===== src/rtl/cpri_align_pkg.sv =====
// Shared types and sizing for the CPRI chip aligner.
// Holds the sop-tracker state enum, the default chip geometry and counter widths.
package cpri_align_pkg;

  typedef enum logic [1:0] {
    ST_HUNT   = 2'd0,
    ST_VERIFY = 2'd1,
    ST_LOCKED = 2'd2
  } align_state_e;

  localparam int unsigned CHIP_LEN_DEF      = 96;
  localparam int unsigned CHIPS_PER_SYM_DEF = 132;

  localparam int unsigned WCNT_W  = 7;
  localparam int unsigned MISS_W  = 2;
  localparam int unsigned CHIP_W  = 8;
  localparam int unsigned ERR_W   = 16;
  localparam int unsigned N_LANES = 8;

endpackage


===== src/rtl/cpri_sop_tracker.sv =====
// Chip-boundary tracker: HUNT/VERIFY/LOCKED FSM, word counter and miss counter.
// Ports:
//   clk, rst          clock, async active-low reset
//   i_sop             chip start marker (word 0)
//   o_word_c          word index of the current cycle (0 on any sop)
//   o_vld_c           current cycle carries an aligned word
//   o_enter_lock_c    current cycle is the VERIFY->LOCKED sop (word 0 of chip 0)
//   o_err_c           unexpected sop or lock loss in the current cycle
//   o_locked          FSM state is LOCKED
module cpri_sop_tracker
  import cpri_align_pkg::*;
#(
  parameter int unsigned CHIP_LEN = CHIP_LEN_DEF,
  parameter int unsigned MISS_MAX = 3
) (
  input  logic              clk,
  input  logic              rst,
  input  logic              i_sop,
  output logic [WCNT_W-1:0] o_word_c,
  output logic              o_vld_c,
  output logic              o_enter_lock_c,
  output logic              o_err_c,
  output logic              o_locked
);

  if (CHIP_LEN > 128 || CHIP_LEN < 2) begin : g_bad_chip_len
    $error("CHIP_LEN must be in 2..128");
  end
  if (MISS_MAX < 1 || MISS_MAX > 3) begin : g_bad_miss_max
    $error("MISS_MAX must be in 1..3");
  end

  align_state_e      r_state;
  logic [WCNT_W-1:0] r_wcnt;
  logic [MISS_W-1:0] r_miss;

  logic w_at_end;
  logic w_miss_last;

  // r_wcnt holds the previous cycle's word index; at_end means this cycle is a natural word 0
  assign w_at_end    = (r_wcnt == WCNT_W'(CHIP_LEN - 1));
  assign w_miss_last = (r_miss == MISS_W'(MISS_MAX - 1));

  assign o_word_c       = (i_sop || w_at_end) ? '0 : r_wcnt + WCNT_W'(1);
  assign o_enter_lock_c = (r_state == ST_VERIFY) && i_sop && w_at_end;
  assign o_vld_c        = (r_state == ST_LOCKED) || o_enter_lock_c;
  assign o_err_c        = (r_state == ST_LOCKED) &&
                          ((i_sop && !w_at_end) || (!i_sop && w_at_end && w_miss_last));
  assign o_locked       = (r_state == ST_LOCKED);

  // State, word counter and miss counter
  always_ff @(posedge clk or negedge rst) begin
    if (!rst) begin
      r_state <= ST_HUNT;
      r_wcnt  <= '0;
      r_miss  <= '0;
    end else begin
      r_wcnt <= o_word_c;
      unique case (r_state)
        ST_HUNT: begin
          if (i_sop) r_state <= ST_VERIFY;
        end
        ST_VERIFY: begin
          r_miss <= '0;
          if (i_sop && w_at_end)       r_state <= ST_LOCKED;
          else if (!i_sop && w_at_end) r_state <= ST_HUNT;
        end
        ST_LOCKED: begin
          // a sop always wins over a coincident miss evaluation
          if (i_sop) begin
            r_miss <= '0;
            if (!w_at_end) r_state <= ST_VERIFY;
          end else if (w_at_end) begin
            if (w_miss_last) begin
              r_state <= ST_HUNT;
              r_miss  <= '0;
            end else begin
              r_miss <= r_miss + MISS_W'(1);
            end
          end
        end
        default: begin
          r_state <= ST_HUNT;
          r_miss  <= '0;
        end
      endcase
    end
  end

endmodule


===== src/rtl/cpri_chip_aligner.sv =====
// CPRI chip aligner: locks to the periodic chip sop, flywheels over missing sops and
// presents 8 lanes of aligned data with word/chip indices one cycle after input.
// Ports:
//   clk, rst                        clock, async active-low reset
//   sop_cpri_i                      chip start marker
//   dat_cpri0_i..dat_cpri7_i        lane data, valid every cycle
//   vld_o, dat0_o..dat7_o           aligned data (zeroed when not valid)
//   word_idx_o, chip_idx_o          position within chip / symbol
//   sym_sop_o                       word 0 of chip 0
//   locked_o, err_o, err_cnt_o      lock status, error pulse, saturating error count
module cpri_chip_aligner
  import cpri_align_pkg::*;
#(
  parameter int unsigned DAT_DW        = 64,
  parameter int unsigned CHIP_LEN      = CHIP_LEN_DEF,
  parameter int unsigned CHIPS_PER_SYM = CHIPS_PER_SYM_DEF,
  parameter int unsigned MISS_MAX      = 3
) (
  input  logic              clk,
  input  logic              rst,
  input  logic              sop_cpri_i,
  input  logic [DAT_DW-1:0] dat_cpri0_i,
  input  logic [DAT_DW-1:0] dat_cpri1_i,
  input  logic [DAT_DW-1:0] dat_cpri2_i,
  input  logic [DAT_DW-1:0] dat_cpri3_i,
  input  logic [DAT_DW-1:0] dat_cpri4_i,
  input  logic [DAT_DW-1:0] dat_cpri5_i,
  input  logic [DAT_DW-1:0] dat_cpri6_i,
  input  logic [DAT_DW-1:0] dat_cpri7_i,
  output logic              vld_o,
  output logic [DAT_DW-1:0] dat0_o,
  output logic [DAT_DW-1:0] dat1_o,
  output logic [DAT_DW-1:0] dat2_o,
  output logic [DAT_DW-1:0] dat3_o,
  output logic [DAT_DW-1:0] dat4_o,
  output logic [DAT_DW-1:0] dat5_o,
  output logic [DAT_DW-1:0] dat6_o,
  output logic [DAT_DW-1:0] dat7_o,
  output logic [WCNT_W-1:0] word_idx_o,
  output logic [CHIP_W-1:0] chip_idx_o,
  output logic              sym_sop_o,
  output logic              locked_o,
  output logic              err_o,
  output logic [ERR_W-1:0]  err_cnt_o
);

  if (CHIPS_PER_SYM > 256 || CHIPS_PER_SYM < 1) begin : g_bad_chips_per_sym
    $error("CHIPS_PER_SYM must be in 1..256");
  end

  logic [WCNT_W-1:0] w_word_c;
  logic              w_vld_c;
  logic              w_enter_lock_c;
  logic              w_err_c;
  logic [CHIP_W-1:0] w_chip_c;
  logic [CHIP_W-1:0] w_chip_inc;
  logic [CHIP_W-1:0] r_chip;
  logic [DAT_DW-1:0] w_dat_in [N_LANES];
  logic [DAT_DW-1:0] r_dat    [N_LANES];

  cpri_sop_tracker #(
    .CHIP_LEN (CHIP_LEN),
    .MISS_MAX (MISS_MAX)
  ) u_tracker (
    .clk            (clk),
    .rst            (rst),
    .i_sop          (sop_cpri_i),
    .o_word_c       (w_word_c),
    .o_vld_c        (w_vld_c),
    .o_enter_lock_c (w_enter_lock_c),
    .o_err_c        (w_err_c),
    .o_locked       (locked_o)
  );

  assign w_dat_in[0] = dat_cpri0_i;
  assign w_dat_in[1] = dat_cpri1_i;
  assign w_dat_in[2] = dat_cpri2_i;
  assign w_dat_in[3] = dat_cpri3_i;
  assign w_dat_in[4] = dat_cpri4_i;
  assign w_dat_in[5] = dat_cpri5_i;
  assign w_dat_in[6] = dat_cpri6_i;
  assign w_dat_in[7] = dat_cpri7_i;

  assign dat0_o = r_dat[0];
  assign dat1_o = r_dat[1];
  assign dat2_o = r_dat[2];
  assign dat3_o = r_dat[3];
  assign dat4_o = r_dat[4];
  assign dat5_o = r_dat[5];
  assign dat6_o = r_dat[6];
  assign dat7_o = r_dat[7];

  // Chip index of the current cycle: restarts at lock entry, advances on every valid word 0
  assign w_chip_inc = (r_chip == CHIP_W'(CHIPS_PER_SYM - 1)) ? '0 : r_chip + CHIP_W'(1);

  always_comb begin
    w_chip_c = r_chip;
    if (w_enter_lock_c)                      w_chip_c = '0;
    else if (w_vld_c && (w_word_c == '0))    w_chip_c = w_chip_inc;
  end

  // Output pipeline stage, chip counter and error counter
  always_ff @(posedge clk or negedge rst) begin
    if (!rst) begin
      r_chip     <= '0;
      vld_o      <= 1'b0;
      word_idx_o <= '0;
      chip_idx_o <= '0;
      sym_sop_o  <= 1'b0;
      err_o      <= 1'b0;
      err_cnt_o  <= '0;
      for (int k = 0; k < N_LANES; k++) r_dat[k] <= '0;
    end else begin
      r_chip     <= w_chip_c;
      vld_o      <= w_vld_c;
      word_idx_o <= w_vld_c ? w_word_c : '0;
      chip_idx_o <= w_vld_c ? w_chip_c : '0;
      sym_sop_o  <= w_vld_c && (w_word_c == '0) && (w_chip_c == '0);
      err_o      <= w_err_c;
      if (w_err_c && (err_cnt_o != '1)) err_cnt_o <= err_cnt_o + ERR_W'(1);
      for (int k = 0; k < N_LANES; k++) r_dat[k] <= w_vld_c ? w_dat_in[k] : '0;
    end
  end

endmodule


===== config.mk =====
export PLATFORM = sky130hd
export DESIGN_NAME = cpri_chip_aligner
export DESIGN_NICKNAME = d
export VERILOG_FILES = /design/src/rtl/cpri_align_pkg.sv /design/src/rtl/cpri_sop_tracker.sv /design/src/rtl/cpri_chip_aligner.sv
export SDC_FILE = /design/constraint.sdc
export NUM_CORES = 1
export LEC_CHECK = 0
export CAP_MARGIN = 5
export CORE_AREA = 5 5 407 409
export CTS_CLUSTER_DIAMETER = 50
export DETAILED_ROUTE_END_ITERATION = 12
export DIE_AREA = 0 0 412 414
export GPL_ROUTABILITY_DRIVEN = 0
export GPL_TIMING_DRIVEN = 0
export PLACE_DENSITY_LB_ADDON = 0.3
export RECOVER_POWER = 25
export SYNTH_ARGS = -nofsm -noshare
export SYNTH_HDL_FRONTEND = slang
export SYNTH_HIERARCHICAL = 1
export SYNTH_SLANG_ARGS = --single-unit

===== constraint.sdc =====
create_clock -name clk -period 3.2 [get_ports clk]
set_input_delay 0.48 -clock clk [delete_from_list [all_inputs] [get_ports clk]]
set_output_delay 0.48 -clock clk [all_outputs]
set_load 0.03 [all_outputs]

* After elaboration in Yosys (flattened, before gate mapping) *
Cells that the tools add are included.

storage, ports and cells
  register bits after elaboration = 565
  word-level logic and storage cells = 80
  input bits = 515

operators by class
  bitwise gates (word level) = 1
  multiplexer cells = 26
  reductions and logical operators = 20
  eq/ne operators = 11
  add/sub/neg operators = 4

operator list
  operator                                       count
  2-to-1 mux 64 bit                              8
  2-to-1 mux 8 bit                               4
  2-to-1 mux 2 bit                               10
  adder 16 x 1 -> 16 bit, second input constant  1
  != test 16 bit, second input constant          1
  2-to-1 mux 7 bit                               2
  logical AND 1 bit                              10
  adder 8 x 1 -> 8 bit, second input constant    1
  == test 8 bit, second input constant           1
  logical NOT 8 bit                              1
  adder 7 x 1 -> 7 bit, second input constant    1
  == test 7 bit, second input constant           1
  logical NOT 7 bit                              1
  != test 3 x 2 -> 1 bit, second input constant  2
  != test 3 bit, second input constant           2
  case mux 2 bit (3 select lines)                1
  AND reduction 5 bit                            1
  == test 2 bit, second input constant           2
  case mux 2 bit (2 select lines)                1
  logical OR 1 bit                               3
  adder 2 x 1 -> 2 bit, second input constant    1
  == test 2 x 1 -> 1 bit, second input constant  1
  logical NOT 1 bit                              2
  logical NOT 2 bit                              1
  3 further kinds                                3

* Depth between registers and ports, before layout *
  depth in word-level cells = 9
  depth in mapped cells = 14

* Cells and area by module *
Netlist, hierarchy kept.

modules (own cells, without submodules)
  module             times used  area each (sq um)  seq. area each (sq um)  cells an instance
  cpri_chip_aligner  1           18,073.6           13,863.3                1,251
  cpri_sop_tracker   1           614.3              275.3                   62

* Least setup slack after synthesis *
Ideal clock, no wire load.

  kind = reg-to-reg
  from = reg u_tracker.r_wcnt[0]
  to = reg sym_sop_o
  data arrival time = 2.808 ns
  slack = 0.306 ns
  required time = 3.113 ns
  stages on the path, launching flop included = 14
  period minus slack after synthesis = 2.894 ns
  cell sequence = dfrtp_1 -> ha_1 -> and4_4 -> buf_6 -> and2_4 -> buf_6 -> a31o_2 -> buf_4 -> or4b_1 -> buf_2 -> nor4_1 -> xnor2_1 -> nand4_1 -> a211oi_2

on the way
  elaborated cells between the ends (all ways) = 12
  classes of those cells = 1 x add/sub; 1 x eq/ne; 3 x mux; 7 x reduce/logical

RTL lines
  item                    line                                               text
  start, declared         cpri_sop_tracker.sv:34                             logic [WCNT_W-1:0] r_wcnt;
  start signal, assigned  cpri_sop_tracker.sv:58                             r_wcnt <= o_word_c;
  == test 7 bit (*)       cpri_sop_tracker.sv:41                             assign w_at_end = (r_wcnt == WCNT_W'(CHIP_LEN - 1));
  logical AND 1 bit (*)   cpri_sop_tracker.sv:45                             assign o_enter_lock_c = (r_state == ST_VERIFY) && i_sop && w_at_end;
  logical OR 1 bit (*)    cpri_sop_tracker.sv:46                             assign o_vld_c = (r_state == ST_LOCKED) || o_enter_lock_c;
  named net w_vld_c       cpri_chip_aligner.sv:52                            logic w_vld_c;
  logical AND 1 bit (*)   cpri_chip_aligner.sv:99, cpri_chip_aligner.sv:118
  2-to-1 mux 8 bit        cpri_chip_aligner.sv:99                            else if (w_vld_c && (w_word_c == '0)) w_chip_c = w_chip_inc;
  2-to-1 mux 8 bit        cpri_chip_aligner.sv:98                            if (w_enter_lock_c) w_chip_c = '0;
  logical NOT 8 bit       cpri_chip_aligner.sv:118                           sym_sop_o <= w_vld_c && (w_word_c == '0) && (w_chip_c == '0);
  logical AND 1 bit (*)   cpri_chip_aligner.sv:118
  end signal, assigned    cpri_chip_aligner.sv:118
  end, declared           cpri_chip_aligner.sv:41                            output logic sym_sop_o,

Mark *: on every way through the listed nets, which the timed path passes. The rest lies on a longest branch.
A chain may end at the register's enable or synchronous reset.

* Final worst setup path *
Ends and elaborated chain as after synthesis.

==> results.yml <==
power_and_ir_drop:
  ir_drop_v: 0.000433
  power.density_nw_per_um2: 521
  p_leak_nw: 15.6
worst_setup_path:
  cp_num_buf_inv: 3
  slowest_delay_ps: 480
  worst-r2r-cell-count: 12
  cp-start-kind: "flip-flop"
  crit_type: "reg2reg"
  crit_cells: 12
  critPathMaxFanout: 10
  endpoint_kind: "flip-flop"
  crit_slowest_cell: "or4b_4"
  arrival_ps: 3690
  crit_path_cell_trace: "ha_4 > and4_4 > and2_4 > buf_6 > a31o_4 > buf_12 > or4b_4 > buf_8 > o31a_1 > nor3_2 > nand4_1 > a211oi_2"
  cp.required_ps: 3790
  cpLargestDelayFamily: "simple AND/OR/NAND/NOR gates"
die:
  start_util: 0.116
  rows: 148
  die-height_um: 414
  fp.dieW_um: 412
  dieArea_um2: 171000
  core_um2: 162000
  io_pins: 1062
flow_run:
  max_cap_violations: 0
drt:
  vias_per_cell: 3.04
  via_count: 14400
  dr.pass1.iters: 4
  drc: 0
  detail-route-antenna-nets: 0
  wl_um: 107000
  drtIter0Drc: 661
  routedWlPerCell_um: 22.6
cts:
  cts_tree: "done"
  clkSinkCount: 565
  cts_made_buffers: 94
  worstSkewPairLatency_ps: 700
  ctsLongestPathBuffers: 3
  h-tree-depth: 3
  cts.clk_slew.worst_paths_ps: 50
  clockRootBuffer: "clkbuf_16"
worst_hold_path:
  hp-class: "in2async"
yosys:
  synth_nets: 1832
  yosysWarnings: 6
  synth_commonest_cells: "dfrtp_1 (565), and2_1 (519), clkbuf_1 (61), nor2_1 (34), nand2_1 (17)"
  synth-edff-count: 0
  ys_seq_area_frac: 0.757
  ys_ff_latch: 565
  synth_top_cell_area_share: 0.757
  synth_cell_types: 45
  yosys-top-cells-area: "dfrtp_1 (76%), and2_1 (17%), clkbuf_1 (1.2%)"
  synth_flop_cell: "dfrtp_1"
  synth_area_per_cell_um2: 14.2
  synth.most_common_cell: "dfrtp_1"
  yosysTopAreaCell: "dfrtp_1"
  syn_inst: 1313
  synthArstFlopShare: 1.00
  syn-cell-area_um2: 18700
global_routing:
  grt_pass1_wl_um: 142000
  grt_max_degree: 111
  grt_use_total: 0.122
  gr-total-overflow: 0
  antenna_found_initial: 41
  grt_pass1_vias: 15700
sta:
  fin_hold_ws_ps: 246
  worst_slew_pin_slew_ps: 1400
  skew_ps: 33.4
  layout_min_cycle_time_ps: 3100
  fin_crit_sh: 0.968
  hold_viol_final: 0
  setup_tns_ps: 0
  slew_headroom: 0.0661
  slew_violations: 0
  setup_violations: 0
  fmaxAchievable_ghz: 0.323
status:
  status: "completed"
cells_and_area:
  final_nets: 3006
  multi_input_area_um2: 4310
  drive_gt1_frac: 0.0846
  areaGrowthSynthToFinish_pct: 91.1
  fillerInstances: 17400
  regArea_um2: 14100
place:
  hpwlAfterDp_um: 87600
  portBuffers: 1061
[final cells by class]
type	count	area share
Sequential cell	565	0.396
Timing Repair Buffer	1080	0.305
Multi-Input combinational cell	679	0.121
Tap cell	2175	0.0762
Clock buffer	119	0.0739
Clock inverter	55	0.0192
Buffer	65	0.00830
Antenna cell	10	0.000701
Inverter	2	0.000210
[final timing paths]
path / from / slack, ps / end
max: u_tracker/r_wcnt[0] / 100 / sym_sop_o
min: rst / 250 / dat2_o[26]
max reg2reg: u_tracker/r_wcnt[0] / 100 / sym_sop_o
min reg2reg: err_cnt_o[6] / 520 / err_cnt_o[6]
max in group asynchronous: rst / 890 / dat4_o[26]
min in group clk: dat_cpri1_i[53] / 350 / dat1_o[53]
[registers in the layout (all words and copies together), names as in the netlist]
signal	count
r_chip	8
err_o	1
chip_idx_o	8
sym_sop_o	1
vld_o	1
dat2_o	64
dat4_o	64
word_idx_o	7
dat7_o	64
u_tracker/r_miss	2
dat1_o	64
err_cnt_o	16
u_tracker/r_wcnt	7
dat0_o	64
dat6_o	64
dat5_o	64
dat3_o	64
u_tracker/r_state	2
[what timing repair did]
item / CTS / global route
hold buffers: 1 / 0
pin swaps: 3 / 4
buffers inserted: 3 / 7
endpoints found under the hold margin: 70 / 0
resized for setup: 18 / 8
setup endpoints to repair: 426 / 42
[power breakdown]
group          internal [mW]  switching, mW  total, mW
logic                  0.571          0.274      0.846
clock network           6.59           4.01       10.6
registers               7.16        0.00528       7.16
[metal layers]
layer  part of all wire  vias to the layer above  track usage
met4              0.022                        2       0.0283
li1                   -                     6480            -
met5            0.00012                        -            0
met3               0.13                      155       0.0665
met1               0.35                     7104        0.128
met2               0.50                      676        0.214
[kinds of logic (layout without fill, tap and decap cells)]
group	after synthesis	after routing	synth area share
simple gates	632	632	0.206
flops	565	565	0.757
buf+inv	69	1321	0.0151
xor+xnor	23	23	0.0108
compound gates	17	17	0.00723
fa+ha+maj	4	4	0.00268
mux	3	3	0.00161
other cells	0	10	0
[through the flow]
| step | instance area [µm²] | utilization | cells | total power [mW] | setup slack [ps] |
|---|---|---|---|---|---|
| after CTS | 35600 | 0.220 | 4735 | 19.0 | 0.00222 |
| after detailed placement | 32200 | 0.199 | 4557 | 8.14 | -1220 |
| after global routing | 35700 | 0.221 | 4741 | 19.4 | -3.46 |
| after floorplan | 18700 | - | 1313 | 7.30 | 306 |
| after global placement | 32000 | 0.198 | 4549 | 8.13 | -26430 |
| final | 35700 | 0.221 | 4750 | 18.6 | 102 |
[worst register-to-register path: cells and delay by family (launching register included)]
kind / cells / cell delay, ps
AO/OA/AOI/OAI: 3 / 740
adder cells (fa/ha/maj): 1 / 170
buffers and inverters: 3 / 450
flip-flops: 1 / 400
AND/OR/NAND/NOR: 5 / 1260
[layout by cell type, fill, tap and decap left out, drive strengths merged, types with 12 or more instances in the layout]
cell	Yosys	layout
dfrtp	565	565
and2	520	520
nand2	17	17
clkbuf	61	180
inv	2	20
nand3	13	13
clkinv	0	23
buf	6	23
clkdlybuf4s50	0	1060
nor2	34	34
xor2	12	12
(Power assumes the default switching activity.)
